`src/rtl/conv1d_mac_ctrl_if.sv`:
```
// Stream bundle for conv1d_mac_ctrl: weight/sample input stream and result output stream.
// master drives s_data/s_valid/m_ready; slave (the controller) drives s_ready/m_data/m_valid.
interface conv1d_mac_ctrl_if #(
  parameter int DW = 14,
  parameter int AW = 28
);
  logic signed [DW-1:0] s_data;
  logic                 s_valid;
  logic                 s_ready;
  logic signed [AW-1:0] m_data;
  logic                 m_valid;
  logic                 m_ready;

  modport master (
    output s_data, s_valid, m_ready,
    input  s_ready, m_data, m_valid
  );

  modport slave (
    input  s_data, s_valid, m_ready,
    output s_ready, m_data, m_valid
  );
endinterface

```
`src/rtl/conv1d_mac_ctrl.sv`:
```
// Valid-mode 1-D convolution sequencer driving one shared MAC: loads M weights, N samples,
// then issues M operand pairs per output. Define CONV_RELU_EN to clamp negative results to 0.
//
// state  | meaning
// LOAD_W | accept filter weights w[0..M-1]
// LOAD_X | accept samples x[0..N-1]
// CLEAR  | clear MAC accumulator, reset tap/return counters
// ISSUE  | M back-to-back (x[o+k], w[k]) pairs to the MAC
// DRAIN  | wait for the M-th product strobe, capture result
// OUTPUT | present y[o] until downstream accepts
module conv1d_mac_ctrl #(
  parameter int N  = 8,
  parameter int M  = 3,
  parameter int DW = 14,
  parameter int AW = 28
) (
  input  logic                 clk,
  input  logic                 reset,
  conv1d_mac_ctrl_if.slave     bus,
  output logic                 mac_reset,
  output logic signed [DW-1:0] mac_a,
  output logic signed [DW-1:0] mac_b,
  output logic                 mac_valid_in,
  input  logic signed [AW-1:0] mac_f,
  input  logic                 mac_valid_out,
  output logic                 busy
);
  localparam int XIW = (N > 1) ? $clog2(N) : 1;
  localparam int WIW = (M > 1) ? $clog2(M) : 1;
  localparam int RW  = $clog2(M + 1);
  // Storage rounded up to a power of two so counters index it at their natural width.
  localparam int XD  = 1 << XIW;
  localparam int WD  = 1 << WIW;

  typedef enum logic [2:0] {
    LOAD_W, LOAD_X, CLEAR, ISSUE, DRAIN, OUTPUT
  } state_t;

  state_t               state_q, state_d;
  logic signed [DW-1:0] w_q [WD];
  logic signed [DW-1:0] w_d [WD];
  logic signed [DW-1:0] x_q [XD];
  logic signed [DW-1:0] x_d [XD];
  logic [WIW-1:0]       wc_q, wc_d, k_q, k_d;
  logic [XIW-1:0]       xc_q, xc_d, o_q, o_d;
  logic [RW-1:0]        rc_q, rc_d;
  logic signed [AW-1:0] m_data_q, m_data_d;
  logic [XIW-1:0]       x_idx;
  logic                 s_ready, m_valid;
  logic signed [AW-1:0] result;

`ifdef CONV_RELU_EN
  assign result = mac_f[AW-1] ? '0 : mac_f;
`else
  assign result = mac_f;
`endif

  always_ff @(posedge clk) begin
    if (!reset) begin
      state_q  <= LOAD_W;
      wc_q     <= '0;
      xc_q     <= '0;
      k_q      <= '0;
      o_q      <= '0;
      rc_q     <= '0;
      m_data_q <= '0;
    end else begin
      state_q  <= state_d;
      wc_q     <= wc_d;
      xc_q     <= xc_d;
      k_q      <= k_d;
      o_q      <= o_d;
      rc_q     <= rc_d;
      m_data_q <= m_data_d;
    end
  end

  always_ff @(posedge clk) begin
    w_q <= w_d;
    x_q <= x_d;
  end

  always_comb begin
    state_d      = state_q;
    wc_d         = wc_q;
    xc_d         = xc_q;
    k_d          = k_q;
    o_d          = o_q;
    rc_d         = rc_q;
    m_data_d     = m_data_q;
    w_d          = w_q;
    x_d          = x_q;
    s_ready      = 1'b0;
    m_valid      = 1'b0;
    mac_reset    = 1'b0;
    mac_valid_in = 1'b0;
    mac_a        = '0;
    mac_b        = '0;
    x_idx        = o_q + XIW'(k_q);

    unique case (state_q)
      LOAD_W: begin
        s_ready = 1'b1;
        if (bus.s_valid) begin
          w_d[wc_q] = bus.s_data;
          if (wc_q == WIW'(M - 1)) begin
            wc_d    = '0;
            state_d = LOAD_X;
          end else begin
            wc_d = wc_q + 1'b1;
          end
        end
      end
      LOAD_X: begin
        s_ready = 1'b1;
        if (bus.s_valid) begin
          x_d[xc_q] = bus.s_data;
          if (xc_q == XIW'(N - 1)) begin
            xc_d    = '0;
            o_d     = '0;
            state_d = CLEAR;
          end else begin
            xc_d = xc_q + 1'b1;
          end
        end
      end
      CLEAR: begin
        mac_reset = 1'b1;
        k_d       = '0;
        rc_d      = '0;
        state_d   = ISSUE;
      end
      ISSUE: begin
        mac_valid_in = 1'b1;
        mac_a        = x_q[x_idx];
        mac_b        = w_q[k_q];
        if (mac_valid_out) rc_d = rc_q + 1'b1;
        if (k_q == WIW'(M - 1)) state_d = DRAIN;
        else                    k_d = k_q + 1'b1;
      end
      DRAIN: begin
        if (mac_valid_out) rc_d = rc_q + 1'b1;
        // mac_f already holds the full sum on the cycle the last product strobe arrives.
        if (rc_d == RW'(M)) begin
          m_data_d = result;
          state_d  = OUTPUT;
        end
      end
      OUTPUT: begin
        m_valid = 1'b1;
        if (bus.m_ready) begin
          if (o_q == XIW'(N - M)) begin
            state_d = LOAD_W;
          end else begin
            o_d     = o_q + 1'b1;
            state_d = CLEAR;
          end
        end
      end
      default: state_d = LOAD_W;
    endcase

    if (!reset) begin
      s_ready      = 1'b0;
      m_valid      = 1'b0;
      mac_reset    = 1'b1;
      mac_valid_in = 1'b0;
      mac_a        = '0;
      mac_b        = '0;
    end
  end

  assign bus.s_ready = s_ready;
  assign bus.m_valid = m_valid;
  assign bus.m_data  = m_data_q;
  assign busy        = reset && !((state_q == LOAD_W) && (wc_q == '0));
endmodule

```
`src/flat_wrapper.sv`:
```
// flat-port wrapper written by rule: the top's interface ports become plain ports
module conv1d_mac_ctrl_flat 
#(
  parameter int N  = 8,
  parameter int M  = 3,
  parameter int DW = 14,
  parameter int AW = 28
)
  (clk, reset, mac_reset, mac_a, mac_b, mac_valid_in, mac_f, mac_valid_out, busy, bus_s_data, bus_s_valid, bus_m_ready, bus_s_ready, bus_m_data, bus_m_valid);
  conv1d_mac_ctrl_if #(.DW(DW), .AW(AW)) bus_i ();
  input  logic clk;
  input  logic reset;
  output logic mac_reset;
  output logic signed [DW-1:0] mac_a;
  output logic signed [DW-1:0] mac_b;
  output logic mac_valid_in;
  input  logic signed [AW-1:0] mac_f;
  input  logic mac_valid_out;
  output logic busy;
  input wire logic [$bits(bus_i.s_data)-1:0] bus_s_data;
  input wire logic [$bits(bus_i.s_valid)-1:0] bus_s_valid;
  input wire logic [$bits(bus_i.m_ready)-1:0] bus_m_ready;
  output wire logic [$bits(bus_i.s_ready)-1:0] bus_s_ready;
  output wire logic [$bits(bus_i.m_data)-1:0] bus_m_data;
  output wire logic [$bits(bus_i.m_valid)-1:0] bus_m_valid;
  assign bus_i.s_data = bus_s_data;
  assign bus_i.s_valid = bus_s_valid;
  assign bus_i.m_ready = bus_m_ready;
  assign bus_s_ready = bus_i.s_ready;
  assign bus_m_data = bus_i.m_data;
  assign bus_m_valid = bus_i.m_valid;
  conv1d_mac_ctrl #(.N(N), .M(M), .DW(DW), .AW(AW)) u_core (.clk(clk), .reset(reset), .bus(bus_i), .mac_reset(mac_reset), .mac_a(mac_a), .mac_b(mac_b), .mac_valid_in(mac_valid_in), .mac_f(mac_f), .mac_valid_out(mac_valid_out), .busy(busy));
endmodule
```
`config.mk`:
```
export PLATFORM = sky130hd
export DESIGN_NAME = conv1d_mac_ctrl_flat
export DESIGN_NICKNAME = d
export VERILOG_FILES = /design/src/rtl/conv1d_mac_ctrl_if.sv /design/src/rtl/conv1d_mac_ctrl.sv /design/src/flat_wrapper.sv
export SDC_FILE = /design/constraint.sdc
export NUM_CORES = 1
export LEC_CHECK = 0
export ABC_AREA = 1
export BUFFER_PORTS_ARGS = -buffer_cell sky130_fd_sc_hd__buf_2
export CORE_MARGIN = 8
export CORE_UTILIZATION = 30
export CTS_BUF_LIST = sky130_fd_sc_hd__clkbuf_4
export CTS_CLUSTER_DIAMETER = 150
export DETAILED_ROUTE_END_ITERATION = 16
export PLACE_DENSITY = 0.46
export SKIP_LAST_GASP = 1
export SYNTH_ARGS = -nofsm -noshare
export SYNTH_HDL_FRONTEND = slang
export SYNTH_SLANG_ARGS = --single-unit
```
`constraint.sdc`:
```
create_clock -name clk -period 2.7 [get_ports clk]
set_input_delay 0.27 -clock clk [delete_from_list [all_inputs] [get_ports clk]]
set_output_delay 0.27 -clock clk [all_outputs]
set_load 0.02 [all_outputs]
```
==> flow_metrics.tcl <==
set metrics [dict create \
    timing.rr.start "u_core.k_q[0]$_SDFFE_PN0P_" \
    drc 0 \
    power_density_mw_per_mm2 940 \
    insertion_delay_ps 700 \
    globalRouteOverflowTotal 0 \
    fmax_ghz 0.338 \
    slew_headroom 0.666 \
    place_hpwl_mm 13.8 \
    worstHoldStart "reset" \
    whs_endpoint "u_core.rc_q[1]$_SDFFE_PN0P_" \
    post-route-min-period_ps 2960 \
    wl_per_cell_um 16.6 \
    vias_per_cell 4.47 \
    hold_viol 0 \
    r2r_cells 8 \
    coreArea_mm2 0.0285 \
    synth_top_area_frac 0.587 \
    postRouteAntennaNets 0 \
    chipHeight_um 185 \
    setup_ws_ps -256 \
    arrival_ps 2690 \
    initial_core_util 0.302 \
    synthFlopType "edfxtp_1" \
    swShare 0.357 \
    hold-path-cell-count 4 \
    rrSetupSlack_ps 560 \
    syn_area_per_cell_um2 11.0 \
    wl_mm 23.7 \
    dr.first_iter.drc_count 254 \
    maxSlewViolCount 0 \
    power.leakage_nw 4.45 \
    clock_path_buffers 3 \
    total_power_mw 10.6 \
    p_switching_mw 3.80 \
    finalNetCount 1049 \
    grt_pass1_vias 6564 \
    synth_edf_count 168 \
    violations "negative setup slack" \
    intPower_mw 6.84 \
    dieArea_mm2 0.0343 \
    critPathMaxFanout 19 \
    yosys_warnings 0 \
    vias 6385 \
    grt_use_total 0.138 \
    synth_top_area_cell "edfxtp_1" \
    ios 108 \
    finalSetupViolCount 14 \
    synth_common_cells "193 x nor2_1, 168 x edfxtp_1, 100 x nand2_1, 78 x o21ai_0, 43 x dfxtp_1" \
    num_rows 62 \
    ir_worst_vdd_uv 494 \
    top_layer "met4" \
    area_delta_synth_final_pct 31.6 \
    max_slew.worst_pin.slew_ps 500 \
    ys_seq_area_frac 0.687 \
    cp-start-kind "register" \
    h-tree-depth 2 \
    synthCells 785 \
    grt_pass1_wl_mm 36.7 \
    hp-class "in2reg" \
    status "finished with violations" \
    drive_gt1_frac 0.301 \
    wl_met1_mm 10.7 \
    clkTransAtPathRegs_ps 60 \
    fillers 2851 \
    seq_power_share 0.361 \
    dieWidth_um 185 \
    synth_nets 839 \
    pwr-share-comb 0.358 \
    cts_tree "yes" \
    rsz0062_at_grt "true" \
    cts_buffers 61 \
    first_pass_iters 4 \
    grt_antenna_before_repair 1 \
    cp_data_required_time_ps 2430 \
    dr_wl_met2_mm 11.2 \
    dr_wl_met3_mm 1.48 \
    post-route-period-util 1.09 \
    dp_cells 1262 \
    grt_max_degree 57 \
    synth_cell_types 31 \
    skew_ps 62.5 \
    port_buffers 107 \
    synth_most_common_cell "nor2_1" \
    worst-setup-path-type "reg2out" \
    stdcell_count 1428 \
    endpoint_kind "output pin" \
    numClockSinks 211 \
    cts-root-buf "clkbuf_4" \
    synth-seq-cells 211 \
    synth_area_leaders "edfxtp_1 59%, dfxtp_1 10%, nor2_1 8.4%" \
    gp_congestion 0.737 \
    clkPwrFrac 0.281 \
    max-cap-violations 0 \
    r2r_end "u_core.k_q[0]$_SDFFE_PN0P_" \
    syn_area_mm2 0.00860 \
    async_reset_ff_frac 0 \
]
[how the worst max path moves through the flow]
stage | start | endpoint | slack [ps] | cells past startpoint
final | u_core.o_q[0]$_SDFFE_PN0P_ | mac_a[10] | -260 | 9
after global routing | u_core.o_q[0]$_SDFFE_PN0P_ | mac_a[10] | -390 | 9
after CTS | u_core.o_q[0]$_SDFFE_PN0P_ | mac_a[9] | -350 | 10
after detailed placement | u_core.o_q[0]$_SDFFE_PN0P_ | mac_a[10] | 240 | 9
after global placement | u_core.o_q[0]$_SDFFE_PN0P_ | mac_a[10] | 280 | 9
after floorplan | u_core.k_q[1]$_SDFFE_PN0P_ | mac_a[1] | 140 | 9
[metrics by stage]
step / utilization / setup TNS [ps] / worst slack [ps] / instance area, µm² / hold slack [ps]
after global routing: 0.398 / -4420 / -386 / 11300 / 60.0
final: 0.398 / -2460 / -256 / 11300 / 67.6
after CTS: 0.394 / -4250 / -347 / 11200 / 13.5
after floorplan: - / 0 / 141 / 8640 / 369
after global placement: 0.341 / 0 / 282 / 9720 / 462
after detailed placement: 0.341 / 0 / 237 / 9720 / 478
[critical path, cell delays in order (launching register included)]
cell and delay, ps:
dfxtp_4 350, ha_4 150, inv_2 40, fa_2 460
buf_4 170, buf_12 150, o21ai_1 80, nand2_1 80
a211oi_2 320, buf_4 200
[layer usage]
| layer | track usage | up-vias |
|---|---|---|
| met3 | 0.0432 | 42 |
| met1 | 0.171 | 3005 |
| met5 | 0 | - |
| met2 | 0.225 | 162 |
| met4 | 0.0439 | 0 |
| li1 | - | 3176 |
[registers in the layout, summed over array words and instances (netlist names)]
| name | cells |
|---|---|
| u_core.bus.m_data | 28 |
| u_core.k_q | 2 |
| u_core.o_q | 3 |
| u_core.rc_q | 2 |
| u_core.state_q | 3 |
| u_core.w_q | 56 |
| u_core.wc_q | 2 |
| u_core.x_q | 112 |
| u_core.xc_q | 3 |
[power groups by stage]
stage	registers, mW	clock network [mW]	logic [mW]
final	3.84	2.99	3.80
after global routing	3.86	3.29	4.24
after CTS	3.84	3.11	3.69
after detailed placement	3.90	0	3.10
after floorplan	3.89	0	2.13
after global placement	3.90	0	3.12
[layout make-up]
cell class / instances / area, µm² / area share
diodes: 1 / 2.50 / 0.000221
clock inverters: 12 / 56.3 / 0.00497
inverters: 29 / 120 / 0.0106
repair inverters: 1 / 7.51 / 0.000663
repair buffers: 186 / 1390 / 0.123
clock buffers: 99 / 743 / 0.0657
flip-flops and latches: 211 / 5910 / 0.522
well taps: 384 / 480 / 0.0424
multi-input cells: 505 / 2610 / 0.230
[logic make-up (layout without fill, tap and decap cells)]
logic type               after synthesis  count (layout)  synth area share
other                                  0               1                 0
buffers and inverters                 69             327            0.0365
XOR/XNOR                               3               3           0.00393
AO/OA/AOI/OAI                        148             148            0.0950
adder cells (fa/ha/maj)                7               7            0.0111
AND/OR/NAND/NOR                      347             347             0.167
flip-flops                           211             211             0.687
[cell usage in the layout, fill, tap and decap left out, types with 2 or more instances in the layout]
cell type / n
dlygate4sd3_1: 44
xnor2_1: 2
buf_6: 2
buf_2: 93
nor3_2: 2
a21oi_2: 10
nand3_2: 10
a211oi_2: 14
clkbuf_4: 99
nor3_1: 3
buf_12: 5
nand4_1: 3
nand2_1: 100
nand3_1: 28
inv_2: 5
nand3_4: 3
o21ai_0: 62
clkinvlp_4: 2
o21ai_1: 18
o21ai_2: 12
edfxtp_1: 168
dfxtp_1: 41
clkinv_4: 2
ha_1: 5
clkinv_1: 9
buf_16: 2
nor2_1: 193
a21oi_1: 29
nor2_4: 3
buf_4: 39
inv_1: 21
[repair_timing]
| item | 4_1_cts | 5_1_grt |
|---|---|---|
| hold buffers | 44 | 0 |
| pin swaps | 18 | 14 |
| setup buffers | 5 | 2 |
| endpoints found under the hold margin | 200 | 0 |
| endpoints found under the setup margin | 28 | 23 |
| gates resized for setup | 57 | 28 |
| gates cloned | 4 | 0 |
Note: power is estimated with default switching activity, not from simulation.
